## src/rtl/uart_cmd_pkg.sv

```systemverilog
// uart_cmd_pkg: shared types and constants for the UART command sequencer
package uart_cmd_pkg;
  typedef enum logic [2:0] {IDLE, CHECK, EXEC, SEND, WAIT_DONE} state_t;
  localparam int RESP_W = 8;
  localparam int OK_BIT = RESP_W - 1;
  localparam int STATUS_ADDR_DEF = 7;
  localparam int TX_TIMEOUT_DEF = 20000;
  localparam logic RW_READ = 1'b1;
  localparam logic RW_WRITE = 1'b0;
  function automatic logic parity_ok(input logic [RESP_W:0] frame);
    return ~^frame;
  endfunction
endpackage

```

## src/rtl/uart_cmd_if.sv

```systemverilog
// uart_cmd_if: decoded frame input and transmitter start/busy/done handshake
interface uart_cmd_if import uart_cmd_pkg::*; #(
  parameter int ADDR_W = 3,
  parameter int DATA_W = 4
);
  logic frame_valid;
  logic frame_rw;
  logic [ADDR_W-1:0] frame_addr;
  logic [DATA_W-1:0] frame_data;
  logic frame_parity;
  logic tx_busy;
  logic tx_done;
  logic tx_start;
  logic [RESP_W-1:0] tx_data;
  modport master (
    output frame_valid, frame_rw, frame_addr, frame_data, frame_parity, tx_busy, tx_done,
    input tx_start, tx_data
  );
  modport slave (
    input frame_valid, frame_rw, frame_addr, frame_data, frame_parity, tx_busy, tx_done,
    output tx_start, tx_data
  );
endinterface

```

## src/rtl/uart_cmd_regbank.sv

```systemverilog
// uart_cmd_regbank: register bank with one sync write port and one comb read port
module uart_cmd_regbank import uart_cmd_pkg::*; #(
  parameter int ADDR_W = 3,
  parameter int DATA_W = 4
) (
  input  logic clk,
  input  logic rst,
  input  logic we,
  input  logic [ADDR_W-1:0] waddr,
  input  logic [DATA_W-1:0] wdata,
  input  logic [ADDR_W-1:0] raddr,
  output logic [DATA_W-1:0] rdata
);
  logic [DATA_W-1:0] mem [2**ADDR_W];
  always_ff @(posedge clk)
    if (!rst) mem <= '{default: '0};
    else if (we) mem[waddr] <= wdata;
  assign rdata = mem[raddr];
endmodule

```

## src/rtl/uart_cmd_ctrl.sv

```systemverilog
// uart_cmd_ctrl: parity-checked command executor driving a one-byte UART response
module uart_cmd_ctrl import uart_cmd_pkg::*; #(
  parameter int ADDR_W = 3,
  parameter int DATA_W = 4,
  parameter int TX_TIMEOUT = TX_TIMEOUT_DEF,
  parameter int STATUS_ADDR = STATUS_ADDR_DEF
) (
  input  logic clk,
  input  logic rst,
  uart_cmd_if.slave bus,
  output logic busy,
  output logic parity_err,
  output logic overrun,
  output logic tx_timeout
);
  localparam int CNT_W = $clog2(TX_TIMEOUT + 1);
  state_t state;
  logic f_rw, f_par, ok;
  logic [ADDR_W-1:0] f_addr;
  logic [DATA_W-1:0] f_data, rdata, payload, status_word;
  logic [CNT_W-1:0] cnt;
  logic [RESP_W-1:0] resp, resp_next;
  logic is_status, status_wr, we, stat_rd, to_hit;
  uart_cmd_regbank #(.ADDR_W(ADDR_W), .DATA_W(DATA_W)) u_regs (
    .clk(clk), .rst(rst), .we(we), .waddr(f_addr), .wdata(f_data), .raddr(f_addr), .rdata(rdata)
  );
  always_comb begin
    is_status = f_addr == ADDR_W'(STATUS_ADDR);
    status_wr = f_rw == RW_WRITE && is_status;
    we = state == EXEC && ok && f_rw == RW_WRITE && !is_status;
    stat_rd = state == EXEC && ok && f_rw == RW_READ && is_status;
    status_word = DATA_W'({overrun, parity_err, tx_timeout, 1'b0});
    payload = !ok || status_wr ? '0 : f_rw == RW_WRITE ? f_data : is_status ? status_word : rdata;
    to_hit = state == WAIT_DONE && !bus.tx_done && cnt == CNT_W'(TX_TIMEOUT - 1);
    resp_next = '0;
    resp_next[OK_BIT] = ok && !status_wr;
    resp_next[DATA_W +: ADDR_W] = f_addr;
    resp_next[DATA_W-1:0] = payload;
  end
  // tx_start must see tx_busy in the same cycle to hit the N+3 latency
  assign bus.tx_start = state == SEND && !bus.tx_busy;
  assign bus.tx_data = resp;
  assign busy = state != IDLE;
  always_ff @(posedge clk) begin
    if (!rst) begin
      state <= IDLE;
      f_rw <= 1'b0;
      f_par <= 1'b0;
      f_addr <= '0;
      f_data <= '0;
      ok <= 1'b0;
      cnt <= '0;
      resp <= '0;
      parity_err <= 1'b0;
      overrun <= 1'b0;
      tx_timeout <= 1'b0;
    end else begin
      // a new set event beats a status-read clear in the same cycle
      overrun <= (bus.frame_valid && state != IDLE) || (overrun && !stat_rd);
      parity_err <= (state == EXEC && !ok) || (parity_err && !stat_rd);
      tx_timeout <= to_hit || (tx_timeout && !stat_rd);
      case (state)
        IDLE:
          if (bus.frame_valid) begin
            f_rw <= bus.frame_rw;
            f_addr <= bus.frame_addr;
            f_data <= bus.frame_data;
            f_par <= bus.frame_parity;
            state <= CHECK;
          end
        CHECK: begin
          ok <= parity_ok({f_rw, f_addr, f_data, f_par});
          state <= EXEC;
        end
        EXEC: begin
          resp <= resp_next;
          state <= SEND;
        end
        SEND:
          if (!bus.tx_busy) begin
            cnt <= '0;
            state <= WAIT_DONE;
          end
        WAIT_DONE:
          if (bus.tx_done || to_hit) state <= IDLE;
          else cnt <= cnt + 1'b1;
        default: state <= IDLE;
      endcase
    end
  end
endmodule

```

## src/flat_wrapper.sv

```systemverilog
// flat-port wrapper written by rule: the top's interface ports become plain ports
module uart_cmd_ctrl_flat import uart_cmd_pkg::*;
#(
  parameter int ADDR_W = 3,
  parameter int DATA_W = 4,
  parameter int TX_TIMEOUT = TX_TIMEOUT_DEF,
  parameter int STATUS_ADDR = STATUS_ADDR_DEF
)
  (clk, rst, busy, parity_err, overrun, tx_timeout, bus_frame_valid, bus_frame_rw, bus_frame_addr, bus_frame_data, bus_frame_parity, bus_tx_busy, bus_tx_done, bus_tx_start, bus_tx_data);
  uart_cmd_if #(.ADDR_W(ADDR_W), .DATA_W(DATA_W)) bus_i ();
  input  logic clk;
  input  logic rst;
  output logic busy;
  output logic parity_err;
  output logic overrun;
  output logic tx_timeout;
  input wire logic [$bits(bus_i.frame_valid)-1:0] bus_frame_valid;
  input wire logic [$bits(bus_i.frame_rw)-1:0] bus_frame_rw;
  input wire logic [$bits(bus_i.frame_addr)-1:0] bus_frame_addr;
  input wire logic [$bits(bus_i.frame_data)-1:0] bus_frame_data;
  input wire logic [$bits(bus_i.frame_parity)-1:0] bus_frame_parity;
  input wire logic [$bits(bus_i.tx_busy)-1:0] bus_tx_busy;
  input wire logic [$bits(bus_i.tx_done)-1:0] bus_tx_done;
  output wire logic [$bits(bus_i.tx_start)-1:0] bus_tx_start;
  output wire logic [$bits(bus_i.tx_data)-1:0] bus_tx_data;
  assign bus_i.frame_valid = bus_frame_valid;
  assign bus_i.frame_rw = bus_frame_rw;
  assign bus_i.frame_addr = bus_frame_addr;
  assign bus_i.frame_data = bus_frame_data;
  assign bus_i.frame_parity = bus_frame_parity;
  assign bus_i.tx_busy = bus_tx_busy;
  assign bus_i.tx_done = bus_tx_done;
  assign bus_tx_start = bus_i.tx_start;
  assign bus_tx_data = bus_i.tx_data;
  uart_cmd_ctrl #(.ADDR_W(ADDR_W), .DATA_W(DATA_W), .TX_TIMEOUT(TX_TIMEOUT), .STATUS_ADDR(STATUS_ADDR)) u_core (.clk(clk), .rst(rst), .bus(bus_i), .busy(busy), .parity_err(parity_err), .overrun(overrun), .tx_timeout(tx_timeout));
endmodule
```

## config.mk

```make
export PLATFORM = sky130hd
export DESIGN_NAME = uart_cmd_ctrl_flat
export DESIGN_NICKNAME = d
export VERILOG_FILES = /design/src/rtl/uart_cmd_pkg.sv /design/src/rtl/uart_cmd_if.sv /design/src/rtl/uart_cmd_regbank.sv /design/src/rtl/uart_cmd_ctrl.sv /design/src/flat_wrapper.sv
export SDC_FILE = /design/constraint.sdc
export NUM_CORES = 1
export LEC_CHECK = 0
export CAP_MARGIN = 25
export CELL_PAD_IN_SITES_DETAIL_PLACEMENT = 2
export CELL_PAD_IN_SITES_GLOBAL_PLACEMENT = 2
export CORE_UTILIZATION = 40
export DETAILED_ROUTE_END_ITERATION = 12
export GPL_ROUTABILITY_DRIVEN = 0
export PLACE_DENSITY = 0.85
export REMOVE_ABC_BUFFERS = 1
export SYNTH_ARGS = -nofsm -noshare
export SYNTH_HDL_FRONTEND = slang
export SYNTH_HIERARCHICAL = 1
export SYNTH_SLANG_ARGS = --single-unit
export TNS_END_PERCENT = 30
```

## constraint.sdc

```tcl
create_clock -name clk -period 3.1 [get_ports clk]
set_input_delay 0.93 -clock clk [delete_from_list [all_inputs] [get_ports clk]]
set_output_delay 0.93 -clock clk [all_outputs]
set_load 0.01 [all_outputs]
```

* Word-level counts from Yosys, hierarchy flattened *
Cells that the tools add are included.

operators by class
  add/sub/neg operators = 1
  $lt $le $gt $ge = 2
  equality and inequality tests = 10
  mux-type cells = 16
  bitwise logic cells = 2
  reductions and logical operators = 34

operators with widths
  kind                                                                   number
  32-bit bitwise mux                                                     1
  15-bit 2-to-1 mux                                                      2
  15-bit case mux with 2 select lines                                    1
  4-bit 2-to-1 mux                                                       6
  1-bit logical AND                                                      16
  15-bit by 1-bit adder with 15-bit output, second input constant        1
  15-bit equality test, second input constant                            1
  3-bit case mux with 5 select lines                                     1
  4-bit binary-select mux with 3-bit select                              1
  4-bit demux with 3-bit select                                          1
  3-bit 2-to-1 mux                                                       3
  9-bit XNOR reduction                                                   1
  2-bit != test, second input constant                                   4
  3-bit by 2-bit equality test with 1-bit output, second input constant  2
  3-bit equality test, second input constant                             2
  1-bit zero test                                                        6
  3-bit AND reduction                                                    2
  1-bit logical OR                                                       5
  4-bit >= comparator, second input constant                             1
  4-bit by 1-bit < comparator with 1-bit output, second input constant   1
  3-bit NOT with 4-bit output                                            1
  3-bit by 1-bit equality test with 1-bit output, second input constant  1
  3-bit zero test                                                        1
  3-bit nonzero test                                                     1
  3 further kinds                                                        3

storage, ports and cells
  bits in registers = 71
  output and inout port bits = 13
  word-level logic and storage cells = 84

* Depth between registers and ports, before layout *
Gate-level depths: netlist of the first run.

  depth after elaboration = 7
  depth in mapped cells = 9
  depth with buffers taken out = 7

* Cells and area by module *
The synthesis of the first run kept the hierarchy.

by module, submodules not included
  module            instances  cells an instance  area an instance (µm²)  seq. area each (µm²)
  uart_cmd_ctrl     1          227                1978.1                  780.7
  uart_cmd_regbank  1          132                1589.0                  640.6

* Worst setup path before layout of the first run *
Ideal clock, no wire load.

  kind = in2out
  start point = input port bus_tx_busy
  end point = output port bus_tx_start
  arrival = 1.504 ns
  path slack = 0.666 ns
  stages = 3
  path buffers = 0
  path through = nand2b_1 or2_2 inv_1

between the ends
  longest elaborated chain between the ends = 2

ends and longest elaborated chain
  item               line                 source
  start, declared    flat_wrapper.sv:22   input wire logic [$bits(bus_i.tx_busy)-1:0] bus_tx_busy;
  1-bit zero test    uart_cmd_ctrl.sv:41  assign bus.tx_start = state == SEND && !bus.tx_busy;
  1-bit logical AND  uart_cmd_ctrl.sv:41
  end, declared      flat_wrapper.sv:24   output wire logic [$bits(bus_i.tx_start)-1:0] bus_tx_start;

Every way passes these cells.

* Final worst setup path of the first run *
Ends and elaborated chain as after synthesis.

==> metrics.txt, run 1 <==
status complete, no violations; Setup crit start kind input pin; Hold Worst Slack 0.478 ns; Reg clk slew, reported paths 0.08 ns; Final Hold Viols 0; Least-Margin Pin Slew 0.943 ns; GR Layer Usage met2 41.5%; hold wc startpoint u_core/bus.tx_data[6]; diodes inserted 0; row count 34; GRT overflow 0; Syn Inst Count 359; Fin Clk Skew 0.00617 ns; R2R Setup Slk 0.39 ns; CTS H-tree depth 3; Tot GR Track Use 24.5%; Sink Count 71; Final period util 95.6%; die height 96.4 microns; unrepaired setup endpoints after global routing no; hold path depth 2; simple-gate share of the synthesized area 26.0%; cells on worst reg2reg path 6; placed wire-length estimate 6.80 mm; Netlist Area Pre-Place 3570 sq um; register area share after synthesis 39.8%; DR DRC count 0; Die X 96.4 microns; Post-Synth XOR/XNOR Area 4.67%; PwrDens 452 nW/um^2; crit path DAT 2.03 ns; core area 8680 sq um; Leakage 1.47 nW; fraction of layout cells with a size suffix above 1 14.9%; number of buffers created by CTS 9; Setup crit end kind output port; final setup vio count 0; Fillers 921; die area 9300 sq um; Initial DRC Count 103; number of global-route vias before repair 2959; Layout Nets 398; Clock Path Buffers 2; Ports 27; Max-Cap Viols 0; setup_tns 0 ns; Area growth syn-to-layout 14.7%; post-route minimum period 2.96 ns; total power 1.85 mW; detailed-router iteration count before antenna repair 4; CTS Root Cell clkbuf_8; Max VDD drop 0.184 mV; Hold Path Class flop to flop; post-synthesis compound-gate area fraction 6.84%; Post-Syn Area per Cell 9.94 sq um; Starting Density 41.1%; commonest non-fill, non-tap cell in the layout dfxtp_1; DR WL/cell 21.2 microns; end of the worst hold path u_core/bus.tx_data[6]; main combinational cell family by area after synthesis simple AND/OR/NAND/NOR gates; Setup CP Type input pin to output port; clock latency on the worst-skew pair 0.35 ns; CP Max Fanout 2; postcts setup bufs 0; area share of fa/ha/maj cells after synthesis 0.351%; count of input and output buffers 26; yosys warns 6; GRT Max-Usage Layer met2; Peak Freq 0.337 GHz; final WL 10.5 mm; Detail Route Antenna Nets 0; Synth Register Bits 71; Critical Path RT 2.17 ns; CTS tree built; met3 global-route usage 4.15%; Post-Route Utilization 47.2%; Distinct cells, synth 42; mux contribution to synthesized area 17.7%; largest net degree at the start of global routing 36; worst r2r src u_core/f_addr[2]; relative slew slack 37.0%; reg2reg end u_core/bus.tx_data[2]; DR vias 2721; most frequent cells in the layout dfxtp_1, nand2_1, nor2b_1, mux2i_1, clkdlybuf4s50_1; first-pass GRT wire length 16.6 mm; vias per cell 5.49; met1 global-route usage 31.2%; initial antenna violation count 0; max-slew violations 0
==> worst max-delay path, cell delays in order <==
cell and delay, ns:
clkdlybuf4s50_1 0.42, nand2b_1 0.17, or2_2 0.32, inv_1 0.06, clkbuf_2 0.13
==> metal layers <==
layer	share of wire (%)	up-vias	wire length, microns
li1	-	1290	-
met3	2.0	12	206
met4	1.6	0	165
met5	0	-	0
met2	49	36	5210
met1	47	1383	4950
==> final cells by class <==
| class | instances | area [sq um] | share of cell area [%] |
|---|---|---|---|
| clock inverter | 5 | 32.5 | 0.795 |
| inverter | 3 | 11.3 | 0.275 |
| multi-input combinational | 258 | 1980 | 48.4 |
| tap | 108 | 135 | 3.30 |
| timing repair buffer | 40 | 360 | 8.80 |
| sequential | 71 | 1420 | 34.7 |
| clock buffer | 11 | 151 | 3.70 |
==> sequential cells by signal (all words and copies together) (netlist names), 3 cells and up <==
| signal | flops |
|---|---|
| u_core/state | 3 |
| u_core/u_regs/mem | 32 |
| u_core/bus.tx_data | 8 |
| u_core/f_addr | 3 |
| u_core/f_data | 4 |
| u_core/cnt | 15 |
==> what timing repair did <==
action / CTS / global route
hold buffers: 0 / 0
cloned: 0 / 0
gates resized for setup: 2 / 1
endpoints found under the setup margin: 1 / 1
==> synthesized netlist by cell type, drive strengths merged <==
library cell	number	area share, %
nor3	5	0.84
o31a	1	0.25
mux2	8	2.5
a22oi	4	0.84
mux2i	33	9.3
nand3	4	0.56
clkbuf	16	1.8
xnor2	16	3.9
and2	7	1.2
nor3b	5	1.3
and4	3	0.74
nor2	18	2.2
and3	2	0.35
xor2	3	0.74
nor4bb	3	0.84
dfxtp	71	40
nor2b	38	6.7
a21oi	3	0.42
nand2	42	4.4
o21ai	8	1.1
inv	3	0.32
nand2b	4	0.77
nor4	7	2.1
nor4b	3	1.5
o211ai	4	0.84
mux4	8	5.9
buf	11	2.5
nand4b	4	0.98
or3b	1	0.25
nand4	5	0.88
a21boi	16	3.4
ha	1	0.35
or2	2	0.35
==> logic make-up (layout without fill, tap and decap cells) <==
logic type / Yosys count / after routing
AO/OA/AOI/OAI: 36 / 36
adder cells (fa/ha/maj): 1 / 1
multiplexers: 49 / 49
flip-flops: 71 / 71
AND/OR/NAND/NOR: 153 / 153
XOR/XNOR: 19 / 19
buffers and inverters: 30 / 59
==> worst max path at each step <==
stage	start	end	slack, ns	cells after the start
floorplan	u_core/state[1]	u_core/u_regs/mem[20]	0.59	7
global placement	bus_tx_busy	bus_tx_start	-0.18	5
detailed placement	bus_tx_busy	bus_tx_start	-0.25	5
CTS	bus_tx_busy	bus_tx_start	0.01	5
global route	bus_tx_busy	bus_tx_start	0.08	5
finish	bus_tx_busy	bus_tx_start	0.14	5
==> power by group <==
group	total (mW)	internal (mW)	switching [mW]
combinational	0.169	0.0864	0.0826
sequential	0.974	0.928	0.0461
clock	0.708	0.331	0.377
==> per-stage QoR <==
| step | cells | setup slack [ns] | cell area (sq um) |
|---|---|---|---|
| finish | 496 | 0.137 | 4090 |
| global placement | 480 | -0.177 | 3910 |
| floorplan | 332 | 0.593 | 3410 |
| CTS | 496 | 0.0111 | 4100 |
| global route | 496 | 0.0822 | 4090 |
| detailed placement | 480 | -0.252 | 3910 |
Power figures use the tool's default switching activity.
==> run 2, diff against run 1 <==
Settings changed: CORE_UTILIZATION 40 to 38, HOLD_SLACK_MARGIN from default to 0.06, PLACE_DENSITY 0.85 to 0.82.
Clock period 3.1 ns to 3 ns, I/O delays scaled along.
==> metrics.txt, run 2 (synthesis gave the netlist of run 1 again) <==
max reg flops 32 (unchanged); DR DRC count 0 (unchanged); Least-Margin Pin Slew 0.576 ns (-0.368 ns); largest net degree at the start of global routing 37 (+2.8%); CP max stage delay 0.41 ns (about the same); PwrDens 453 nW/um^2 (+0.22%); final WL 9.52 mm (-9.6%); commonest non-fill, non-tap cell in the layout dfxtp_1; Detail Route Antenna Nets 0 (unchanged); total power 1.86 mW (+0.31%); core area 8890 sq um (+2.5%); die area 9780 sq um (+5.2%); DR vias 2680 (-1.5%); first-pass GRT wire length 15.9 mm (-4.1%); Top reg by flops u_core/u_regs/mem; CTS tree built; vias per cell 5.39 (-1.7%); placed cells 482 (+0.42%); Max-Cap Viols 0 (unchanged); postcts setup bufs 0 (unchanged); Starting Density 40.1% (-0.98 points); CP Max Fanout 2 (unchanged); Setup CP Type input pin to output port; Setup crit end kind output port; kind of cell adding the most delay to the critical path buffers and inverters; CTS Root Cell clkbuf_8; unrepaired setup endpoints after global routing no; non-filler instance count after layout 497 (+0.20%); Layout Nets 400 (+0.50%); number of global-route vias before repair 3007 (+1.6%); number of buffers created by CTS 9 (unchanged); Peak Freq 0.342 GHz; CTS H-tree depth 3 (unchanged); max-slew violations 0 (unchanged); Ports 27 (unchanged); crit path buf inv count 3 (unchanged); detailed-router iteration count before antenna repair 4 (unchanged); Final Hold Viols 0 (unchanged); GRT overflow 0 (unchanged); Max VDD drop 0.197 mV (+7.2%); initial antenna violation count 0 (unchanged); Setup crit start kind input pin; Leakage 1.48 nW (+0.59%); die height 98.9 microns (+2.5%); Hold Path Class flop to flop; DR WL/cell 19.1 microns (-9.8%); fraction of layout cells with a size suffix above 1 14.9% (-0.038 points); Critical Path RT 2.10 ns (-0.07 ns); row count 34 (unchanged); Fillers 938 (+1.8%); crit path DAT 2.03 ns (about the same); relative slew slack 61.1% (+24 points); Hold Worst Slack 0.479 ns (+0.000969 ns); count of input and output buffers 26 (unchanged); status complete, no violations; Area growth syn-to-layout 14.8% (about the same); clock latency on the worst-skew pair 0.35 ns (about the same); post-route minimum period 2.93 ns; R2R Setup Slk 0.47 ns (+0.08 ns); Final period util 97.6%; Sink Count 71 (unchanged); Tot GR Track Use 21.3% (-3.2 points); final setup vio count 0 (unchanged); diodes inserted 0 (unchanged); Reg clk slew, reported paths 0.07 ns (about the same); Clock Path Buffers 2 (unchanged); Post-Route Utilization 46.1% (-1.1 points); placed wire-length estimate 6.63 mm (-2.5%); critical path cell sequence clkdlybuf4s50_1 -> nand2b_1 -> or2_4 -> inv_1 -> clkdlybuf4s15_2; most frequent cells in the layout dfxtp_1, nand2_1, nor2b_1, mux2i_1, clkdlybuf4s50_1; Die X 98.9 microns (+2.5%); CP max stage cell clkdlybuf4s50_1; Initial DRC Count 94 (-8.7%); Fin Clk Skew 0.0120 ns (+0.00587 ns)
==> run 2: changes by cell type in the layout (fill, tap and decap cells not counted), sizes merged <==
cell,before,now
buf,14,16
clkinvlp,3,1
clkbuf,12,11
clkdlybuf4s15,0,1
clkinv,2,3
==> run 2: worst min-delay path: stages (launching register included) <==
cell      delay (ns)
dfxtp_1         0.31
nand2_1         0.05
a21boi_0        0.07
==> run 2: metal layers <==
| layer | GRT usage [%] | wire length [microns] | part of all wire, % |
|---|---|---|---|
| met5 | 0 | 0 | 0 |
| met4 | 6.89 | 131 | 1.4 |
| met1 | 27.0 | 4530 | 48 |
| met3 | 3.83 | 232 | 2.4 |
| met2 | 36.5 | 4620 | 49 |
==> run 2: through the flow <==
step           instance area, sq um  TNS [ns]  worst slack [ns]
5_1_grt                        4100         0            0.0292
6_report                       4100         0            0.0726
2_1_floorplan                  3410         0             0.493
4_1_cts                        4090         0           0.00705
3_3_place_gp                   3930    -0.221            -0.221
3_5_place_dp                   3930    -0.260            -0.260
==> run 2: report_power, final <==
| group | switching (mW) | total [mW] | internal (mW) | leakage [nW] |
|---|---|---|---|---|
| clock | 0.361 | 0.676 | 0.314 | 0.0850 |
| combinational | 0.0895 | 0.181 | 0.0916 | 0.817 |
| sequential | 0.0411 | 1.00 | 0.960 | 0.574 |
| total | 0.492 | 1.86 | 1.37 | 1.48 |
==> run 2: cell type report <==
| class | count | area, sq um | area share (%) |
|---|---|---|---|
| clock buffer | 11 | 141 | 3.45 |
| clock inverter | 4 | 22.5 | 0.550 |
| inverter | 3 | 11.3 | 0.275 |
| multi-input combinational | 258 | 1980 | 48.4 |
| sequential | 71 | 1420 | 34.7 |
| tap | 108 | 135 | 3.30 |
| timing repair buffer | 42 | 382 | 9.32 |
==> run 2: what timing repair did <==
action                                  4_1_cts  5_1_grt
hold buffers                                  0        0
endpoints found under the setup margin        1        1
gates resized for setup                       3        1
pin swaps                                     0        0
==> run 2: path summary, 6_finish.rpt <==
check | startpoint | end | depth (start not counted)
hold reg to reg | u_core/bus.tx_data[5] | u_core/bus.tx_data[5] | 2
setup reg to reg | u_core/state[1] | u_core/u_regs/mem[26] | 9
hold / removal | u_core/bus.tx_data[5] | u_core/bus.tx_data[5] | 2
setup / recovery | bus_tx_busy | bus_tx_start | 5
==> run 3, diff against run 2 <==
Settings changed: RECOVER_POWER from default to 100.
==> metrics.txt, run 3 (synthesis gave the netlist of run 1 again) <==
R2R Setup Slk 0.34 ns (-0.13 ns); number of global-route vias before repair 3007 (unchanged); most frequent cells in the layout dfxtp_1, nand2_1, nor2b_1, mux2i_1; relative slew slack 36.0% (-25 points); Setup crit start kind input pin; placed wire-length estimate 6.63 mm (unchanged); Clock Path Buffers 2 (unchanged); CTS Root Cell clkbuf_8; Hold Path Class flop to flop; hold path depth 2 (unchanged); max reg flops 32 (unchanged); max-slew violations 0 (unchanged); fraction of layout cells with a size suffix above 1 12.6% (-2.3 points); clock latency on the worst-skew pair 0.35 ns (about the same); total power 1.85 mW (-0.22%); DR vias 2681 (+0.037%); hold wc startpoint u_core/bus.tx_data[6]; Setup CP Type input pin to output port; diodes inserted 0 (unchanged); CP Max Fanout 2 (unchanged); Tot GR Track Use 21.3% (unchanged); cells on worst reg2reg path 8 (-1); Ports 27 (unchanged); row count 34 (unchanged); DR WL/cell 19.1 microns (-0.23%); detailed-router iteration count before antenna repair 4 (unchanged); post-route minimum period 2.92 ns (-0.00257 ns); PwrDens 457 nW/um^2 (+0.73%); commonest non-fill, non-tap cell in the layout dfxtp_1; pre-CTS WS -0.260 ns (unchanged); die area 9780 sq um (unchanged); postcts setup bufs 0 (unchanged); CTS H-tree depth 3 (unchanged); Max-Cap Viols 0 (unchanged); final setup margin 0.0751 ns (+0.00257 ns); DR DRC count 0 (unchanged); vias per cell 5.39 (about the same); Final Hold Viols 0 (unchanged); Fin Clk Skew 0.0115 ns (-0.000538 ns); final setup vio count 0 (unchanged); placed cells 482 (unchanged); crit path DAT 2.02 ns (about the same); Area growth syn-to-layout 13.7%; die height 98.9 microns (unchanged); Critical Path RT 2.10 ns (about the same); Max VDD drop 0.197 mV (about the same); GRT overflow 0 (unchanged); Detail Route Antenna Nets 0 (unchanged); first-pass GRT wire length 15.9 mm (unchanged); Reg clk slew, reported paths 0.07 ns (about the same); Sink Count 71 (unchanged); Least-Margin Pin Slew 0.960 ns (+0.384 ns); Die X 98.9 microns (unchanged); Top reg by flops u_core/u_regs/mem; setup_tns 0 ns (unchanged); Initial DRC Count 91 (-3.2%); count of input and output buffers 26 (unchanged); core area 8890 sq um (unchanged); Final period util 97.5% (about the same); Layout Nets 400 (unchanged); final WL 9.50 mm (-0.23%); worst r2r src u_core/state[1]; status complete, no violations; Setup crit end kind output port; initial antenna violation count 0 (unchanged); Peak Freq 0.342 GHz (about the same); Starting Density 40.1% (unchanged); reg2reg end u_core/u_regs/mem[29]; CTS tree built; unrepaired setup endpoints after global routing no; end of the worst hold path u_core/bus.tx_data[6]; Post-Route Utilization 45.6% (-0.44 points); non-filler instance count after layout 497 (unchanged); largest net degree at the start of global routing 37 (unchanged); number of buffers created by CTS 9 (unchanged); Leakage 1.48 nW (+0.15%)
-- run 3: cell types whose count changed in the layout (fill, tap and decap cells not counted), sizes merged --
cell / delta
clkbuf: +8
clkdlybuf4s50: -13
buf: -8
dlygate4sd3: +13
-- run 3: how the worst max path moves through the flow --
| stage | startpoint | end | slack (ns) |
|---|---|---|---|
| finish | bus_tx_busy | bus_tx_start | 0.08 |
| global route | bus_tx_busy | bus_tx_start | 0.03 |
| CTS | bus_tx_busy | bus_tx_start | 0.007 |
| detailed placement | bus_tx_busy | bus_tx_start | -0.26 |
| global placement | bus_tx_busy | bus_tx_start | -0.22 |
| floorplan | u_core/state[1] | u_core/u_regs/mem[20] | 0.49 |
-- run 3: worst max-delay path, cell delays in order --
cell             delay (ns)
clkdlybuf4s50_1        0.41
nand2b_1               0.17
or2_4                  0.27
inv_1                  0.06
clkdlybuf4s15_2        0.21
-- run 3: timing repair --
action,4_1_cts,5_1_grt
endpoints found under the setup margin,1,1
gates resized for setup,3,1
hold buffers,0,0
-- run 3: power breakdown --
| group | switching [mW] | internal, mW | leakage (nW) |
|---|---|---|---|
| combinational | 0.0885 | 0.0868 | 0.819 |
| clock | 0.363 | 0.314 | 0.0850 |
| sequential | 0.0412 | 0.960 | 0.574 |
-- run 3: layer usage --
metal | global-route usage [%] | vias up | routed length [microns]
li1 | - | 1299 | -
met1 | 27.0 | 1329 | 4500
met2 | 36.5 | 42 | 4620
met3 | 3.83 | 11 | 233
met4 | 6.89 | 0 | 135
met5 | 0 | - | 0
-- run 3: area by class of cell --
type / count / area, sq um
Multi-Input combinational cell: 258 / 1970
Inverter: 3 / 11.3
Tap cell: 108 / 135
Clock inverter: 4 / 22.5
Timing Repair Buffer: 42 / 352
Sequential cell: 71 / 1420
Fill cell: 948 / 4830
Clock buffer: 11 / 141
-- run 3: stage by stage --
stage               instance area [sq um]  hold slack (ns)
floorplan                            3410            0.456
global placement                     3930            0.459
detailed placement                   3930            0.473
global route                         4060            0.501
finish                               4060            0.477
CTS                                  4090            0.483
